$ cat src/rtl/divider_iterative.sv
// Iterative unsigned restoring divider: one quotient bit per clock, WIDTH steps per operation.
// Start/done handshake: pulse valid_in, then poll valid_out (held until the next accepted start).
module divider_iterative #(
  parameter int WIDTH = 32
) (
  input  logic             clk,
  input  logic             reset,
  input  logic             valid_in,
  input  logic [WIDTH-1:0] a,
  input  logic [WIDTH-1:0] b,
  output logic             valid_out,
  output logic [WIDTH-1:0] q,
  output logic [WIDTH-1:0] r,
  output logic             div_by_zero
);

  localparam int CW = $clog2(WIDTH + 1);

  typedef enum logic [1:0] {IDLE, BUSY, DONE} state_t;

  state_t           state_q, state_d;
  logic [WIDTH-1:0] dvd_q, dvd_d;
  logic [WIDTH-1:0] dvs_q, dvs_d;
  logic [WIDTH:0]   p_q, p_d;
  logic [WIDTH:0]   p_shift;
  logic [CW-1:0]    cnt_q, cnt_d;
  logic [WIDTH-1:0] q_q, q_d;
  logic [WIDTH-1:0] r_q, r_d;
  logic             vld_q, vld_d;
  logic             dbz_q, dbz_d;
  logic             qbit;

  always_ff @(posedge clk or posedge reset) begin
    if (reset) begin
      state_q <= IDLE;
      dvd_q   <= '0;
      dvs_q   <= '0;
      p_q     <= '0;
      cnt_q   <= '0;
      q_q     <= '0;
      r_q     <= '0;
      vld_q   <= 1'b0;
      dbz_q   <= 1'b0;
    end else begin
      state_q <= state_d;
      dvd_q   <= dvd_d;
      dvs_q   <= dvs_d;
      p_q     <= p_d;
      cnt_q   <= cnt_d;
      q_q     <= q_d;
      r_q     <= r_d;
      vld_q   <= vld_d;
      dbz_q   <= dbz_d;
    end
  end

  // The dividend register doubles as the quotient register: quotient bits enter at the LSB
  // as dividend bits leave at the MSB. The WIDTH+1 bit partial remainder never overflows.
  always_comb begin
    p_shift = {p_q[WIDTH-1:0], dvd_q[WIDTH-1]};
    qbit    = (p_shift >= {1'b0, dvs_q});
    state_d = state_q;
    dvd_d   = dvd_q;
    dvs_d   = dvs_q;
    p_d     = p_q;
    cnt_d   = cnt_q;
    q_d     = q_q;
    r_d     = r_q;
    vld_d   = vld_q;
    dbz_d   = dbz_q;
    case (state_q)
      IDLE, DONE: begin
        if (valid_in) begin
          dvd_d   = a;
          dvs_d   = b;
          p_d     = '0;
          cnt_d   = CW'(WIDTH);
          vld_d   = 1'b0;
          dbz_d   = 1'b0;
          state_d = BUSY;
        end
      end
      BUSY: begin
        p_d   = qbit ? (p_shift - {1'b0, dvs_q}) : p_shift;
        dvd_d = {dvd_q[WIDTH-2:0], qbit};
        cnt_d = cnt_q - CW'(1);
        if (cnt_q == CW'(1)) begin
          q_d     = dvd_d;
          r_d     = p_d[WIDTH-1:0];
          vld_d   = 1'b1;
          dbz_d   = (dvs_q == '0);
          state_d = DONE;
        end
      end
      default: state_d = IDLE;
    endcase
  end

  assign valid_out   = vld_q;
  assign q           = q_q;
  assign r           = r_q;
  assign div_by_zero = dbz_q;

endmodule

$ cat config.mk
export PLATFORM = sky130hd
export DESIGN_NAME = divider_iterative
export DESIGN_NICKNAME = d
export VERILOG_FILES = /design/src/rtl/divider_iterative.sv
export SDC_FILE = /design/constraint.sdc
export NUM_CORES = 1
export LEC_CHECK = 0
export BUFFER_PORTS_ARGS = -buffer_cell sky130_fd_sc_hd__buf_2
export CAP_MARGIN = 5
export CORE_MARGIN = 2
export CORE_UTILIZATION = 59
export CTS_BUF_LIST = sky130_fd_sc_hd__clkbuf_2 sky130_fd_sc_hd__clkbuf_4 sky130_fd_sc_hd__clkbuf_8
export CTS_CLUSTER_SIZE = 40
export DETAILED_ROUTE_END_ITERATION = 10
export GPL_ROUTABILITY_DRIVEN = 1
export GPL_TIMING_DRIVEN = 1
export PLACE_DENSITY = 0.83
export SETUP_SLACK_MARGIN = 0.02
export SLEW_MARGIN = 10
export SYNTH_ARGS = -nofsm -noshare
export SYNTH_HDL_FRONTEND = slang
export SYNTH_SLANG_ARGS = --single-unit
$ cat constraint.sdc
create_clock -name clk -period 6.35 [get_ports clk]
set_clock_uncertainty 0.15 [all_clocks]
set_input_delay 0.635 -clock clk [delete_from_list [all_inputs] [get_ports clk]]
set_output_delay 0.635 -clock clk [all_outputs]
set_load 0.02 [all_outputs]
==> results.json <==
{
  "run_status": "complete, no violations",
  "num_antenna_cells": 0,
  "netlist_top_cells_count": "277 x sky130_fd_sc_hd__nand2_1, 170 x sky130_fd_sc_hd__dfrtp_1, 100 x sky130_fd_sc_hd__o21ai_0, 51 x sky130_fd_sc_hd__a21oi_1, 43 x sky130_fd_sc_hd__nor2_1",
  "tightest_hold_margin_ps": 207,
  "final_core_util": 0.693,
  "dominantRegCellSynth": "sky130_fd_sc_hd__dfrtp_1",
  "cts_tree": "built",
  "postRouteWirelength_mm": 20.6,
  "cell_accounting_for_the_most_synthesized_area": "sky130_fd_sc_hd__dfrtp_1",
  "syn_inst": 977,
  "detailedPlacementHpwl_mm": 13.9,
  "maxCapViolations": 0,
  "critical_path_arrival_ps": 4300,
  "finalSetupTns_ps": 0,
  "post_synth_xor_area_fraction": 0.0246,
  "dieArea_um2": 15400,
  "number_of_routed_nets_with_antenna_violations": 0,
  "post_cts_resized": 0,
  "proportion_of_synthesized_area_in_mux_cells": 0.0154,
  "critPathRequiredTime_ps": 6500,
  "max-slew-margin-rel": 0.335,
  "cts-hold-fix-buffers": 0,
  "share_of_the_synthesized_area_in_compound_gates_ao_oa_aoi_oai": 0.174,
  "largest_net_degree_at_the_start_of_global_routing": 111,
  "synth_enable_flop_cells": 0,
  "row_count": 43,
  "yosys_warnings": 0,
  "ioPinCount": 133,
  "dr.pass1.iters": 5,
  "proportion_of_register_bits_with_asynchronous_set_or_reset_after_synthesis": 1.00,
  "period_share": 0.653,
  "route.detailed.wl_per_inst_um": 16.1,
  "post-route-drc-count": 0,
  "cts_post_setup_buffers_inserted": 0,
  "worstPathMaxFanout": 34,
  "number_of_distinct_library_cells_after_synthesis": 50,
  "timing.final.max_slew_violations": 0,
  "fin_crit_ps": 4150,
  "grt_usage": 0.276,
  "yosys.area.top_type_share": 0.499,
  "timing.final.setup_violations": 0,
  "area_growth_syn_to_layout_pct": 13.6,
  "synth.ff_latch_count": 170,
  "grt_antenna_before_repair": 0,
  "die_h_um": 124,
  "clock_sinks": 170,
  "cts.path.max_buffers": 2,
  "post-place-ws_ps": 2340,
  "mappedNetlistArea_um2": 8530,
  "timing_worst_setup_path_type": "flop to flop",
  "fraction_of_the_mapped_netlist_area_in_simple_logic_gates": 0.193,
  "hold_viol": 0,
  "core_um2": 14000,
  "layout_setup_ws_ps": 2200,
  "gr-total-overflow": 0,
  "clk_latency_worst_skew_pair_ps": 470,
  "cts_inserted_buffers": 17,
  "via_count": 7364,
  "tightest_slew_ps": 998,
  "clock.fmax_mhz": 241,
  "clk_pin_slew_worst_paths_ps": 100,
  "synthAdderAreaFrac": 0.0522,
  "grt_setup_unrepaired": "no",
  "width_of_the_die_um": 124,
  "synth_top_family_by_area": "simple AND/OR/NAND/NOR gates",
  "initial_utilization": 0.610,
  "synth.yosys.seq_area_share": 0.499,
  "gp_congestion": 0.955,
  "yosys.cell_count.top_type": "sky130_fd_sc_hd__nand2_1",
  "net_count_of_the_mapped_netlist": 1079,
  "final_net_count": 1186,
  "clock-root-buffer": "sky130_fd_sc_hd__clkbuf_8",
  "synthesis.area_per_instance_um2": 8.73,
  "grt_pass1_wl_mm": 34.8,
  "first_global_vias": 7142,
  "io_buffer_count": 132,
  "worstHoldPathType": "input port to flop",
  "crit_path_start_kind": "flop",
  "yosys-top-cells-area": "sky130_fd_sc_hd__dfrtp_1 50%, sky130_fd_sc_hd__nand2_1 12%, sky130_fd_sc_hd__o21ai_0 5.9%, sky130_fd_sc_hd__ha_1 5.0%, sky130_fd_sc_hd__a21oi_1 3.0%",
  "critPathCaptureType": "flop",
  "cts_max_level": 4,
  "detailedRoute.firstIterationViolations": 522,
  "layout-drive-gt1-share": 0.165,
  "avgViaCountPerCell": 5.77
}
==> flip-flops by register name, indices dropped and copies added (netlist names) <==
name / count
dvs_q: 32
state_q: 2
q: 32
r: 32
dvd_q: 32
valid_out: 1
cnt_q: 6
div_by_zero: 1
p_q: 32
==> cell families (layout without fill, tap and decap cells) <==
kind of cell    Yosys count  after routing
simple gates            395            395
mux                      13             13
flops                   170            170
xor+xnor                 24             24
compound gates          247            247
fa+ha+maj                35             35
buf+inv                  93            213
==> path summary, 6_finish.rpt <==
path                           from   endpoint  slack [ps]  cells after the start
min reg2reg                   q[14]      q[14]         330                      2
min                            b[5]   dvs_q[5]         210                      3
max in group asynchronous     reset  dvd_q[30]        4500                      3
min in group asynchronous     reset      q[21]         230                      2
max reg2reg                dvs_q[1]      r[19]        2200                     12
max                        dvs_q[1]      r[19]        2200                     12
==> worst max-delay path: stages (launching register included) <==
cell and delay (ps):
sky130_fd_sc_hd__dfrtp_1 390, sky130_fd_sc_hd__inv_1 150, sky130_fd_sc_hd__ha_1 270, sky130_fd_sc_hd__nor2b_1 150
sky130_fd_sc_hd__o31a_1 290, sky130_fd_sc_hd__o21ai_1 360, sky130_fd_sc_hd__a31oi_1 300, sky130_fd_sc_hd__a211o_1 400
sky130_fd_sc_hd__a21oi_4 630, sky130_fd_sc_hd__buf_4 470, sky130_fd_sc_hd__nor2_1 100, sky130_fd_sc_hd__a21oi_1 190
sky130_fd_sc_hd__o21ai_0 110
==> per-layer routing <==
layer | up-vias | wire, µm | global-route usage | share of wire
met2 | 233 | 9670 | 0.428 | 0.47
met3 | 39 | 1210 | 0.0631 | 0.059
met4 | 0 | 501 | 0.0991 | 0.024
met5 | - | 0 | 0 | 0
li1 | 3552 | - | - | -
met1 | 3540 | 9170 | 0.384 | 0.45
==> metrics by stage <==
stage / cell area [µm²] / std cells
floorplan: 8530 / 977
global placement: 9310 / 1245
detailed placement: 9310 / 1245
CTS: 9690 / 1277
global route: 9690 / 1277
finish: 9690 / 1277
==> cell type report <==
class	instances	area, µm²
multi-input cells	714	3960
repair buffers	139	713
clock buffers	17	234
well taps	180	225
fillers	1137	4300
flip-flops and latches	170	4250
clock inverters	15	146
inverters	42	163
==> cell usage in the layout (no fill, tap or decap), types with 3 or more instances in the layout <==
cell / instances
sky130_fd_sc_hd__a22oi_1: 31
sky130_fd_sc_hd__nand2_1: 276
sky130_fd_sc_hd__nand4_1: 7
sky130_fd_sc_hd__and2_1: 3
sky130_fd_sc_hd__clkbuf_8: 17
sky130_fd_sc_hd__inv_6: 7
sky130_fd_sc_hd__a21o_1: 7
sky130_fd_sc_hd__buf_2: 132
sky130_fd_sc_hd__nor2_1: 42
sky130_fd_sc_hd__a31oi_1: 9
sky130_fd_sc_hd__o21ai_1: 7
sky130_fd_sc_hd__a211oi_1: 4
sky130_fd_sc_hd__inv_1: 40
sky130_fd_sc_hd__xor2_1: 13
sky130_fd_sc_hd__mux2i_1: 12
sky130_fd_sc_hd__a21oi_1: 51
sky130_fd_sc_hd__and3_1: 11
sky130_fd_sc_hd__o211ai_1: 4
sky130_fd_sc_hd__ha_1: 34
sky130_fd_sc_hd__xnor2_1: 11
sky130_fd_sc_hd__nand2b_1: 8
sky130_fd_sc_hd__o21ai_0: 100
sky130_fd_sc_hd__nor3_1: 10
sky130_fd_sc_hd__o21a_1: 6
sky130_fd_sc_hd__a211o_1: 4
sky130_fd_sc_hd__o21bai_1: 5
sky130_fd_sc_hd__dfrtp_1: 170
sky130_fd_sc_hd__or4_1: 3
sky130_fd_sc_hd__buf_4: 7
sky130_fd_sc_hd__nor4_1: 11
sky130_fd_sc_hd__nand3_1: 14
sky130_fd_sc_hd__a221oi_1: 3
sky130_fd_sc_hd__nor2b_1: 3
sky130_fd_sc_hd__inv_8: 4
sky130_fd_sc_hd__o31ai_1: 4
Power is left out: the tool's default activity adds up to more than one toggle a clock period on the data nets, which glitch-free logic cannot reach.
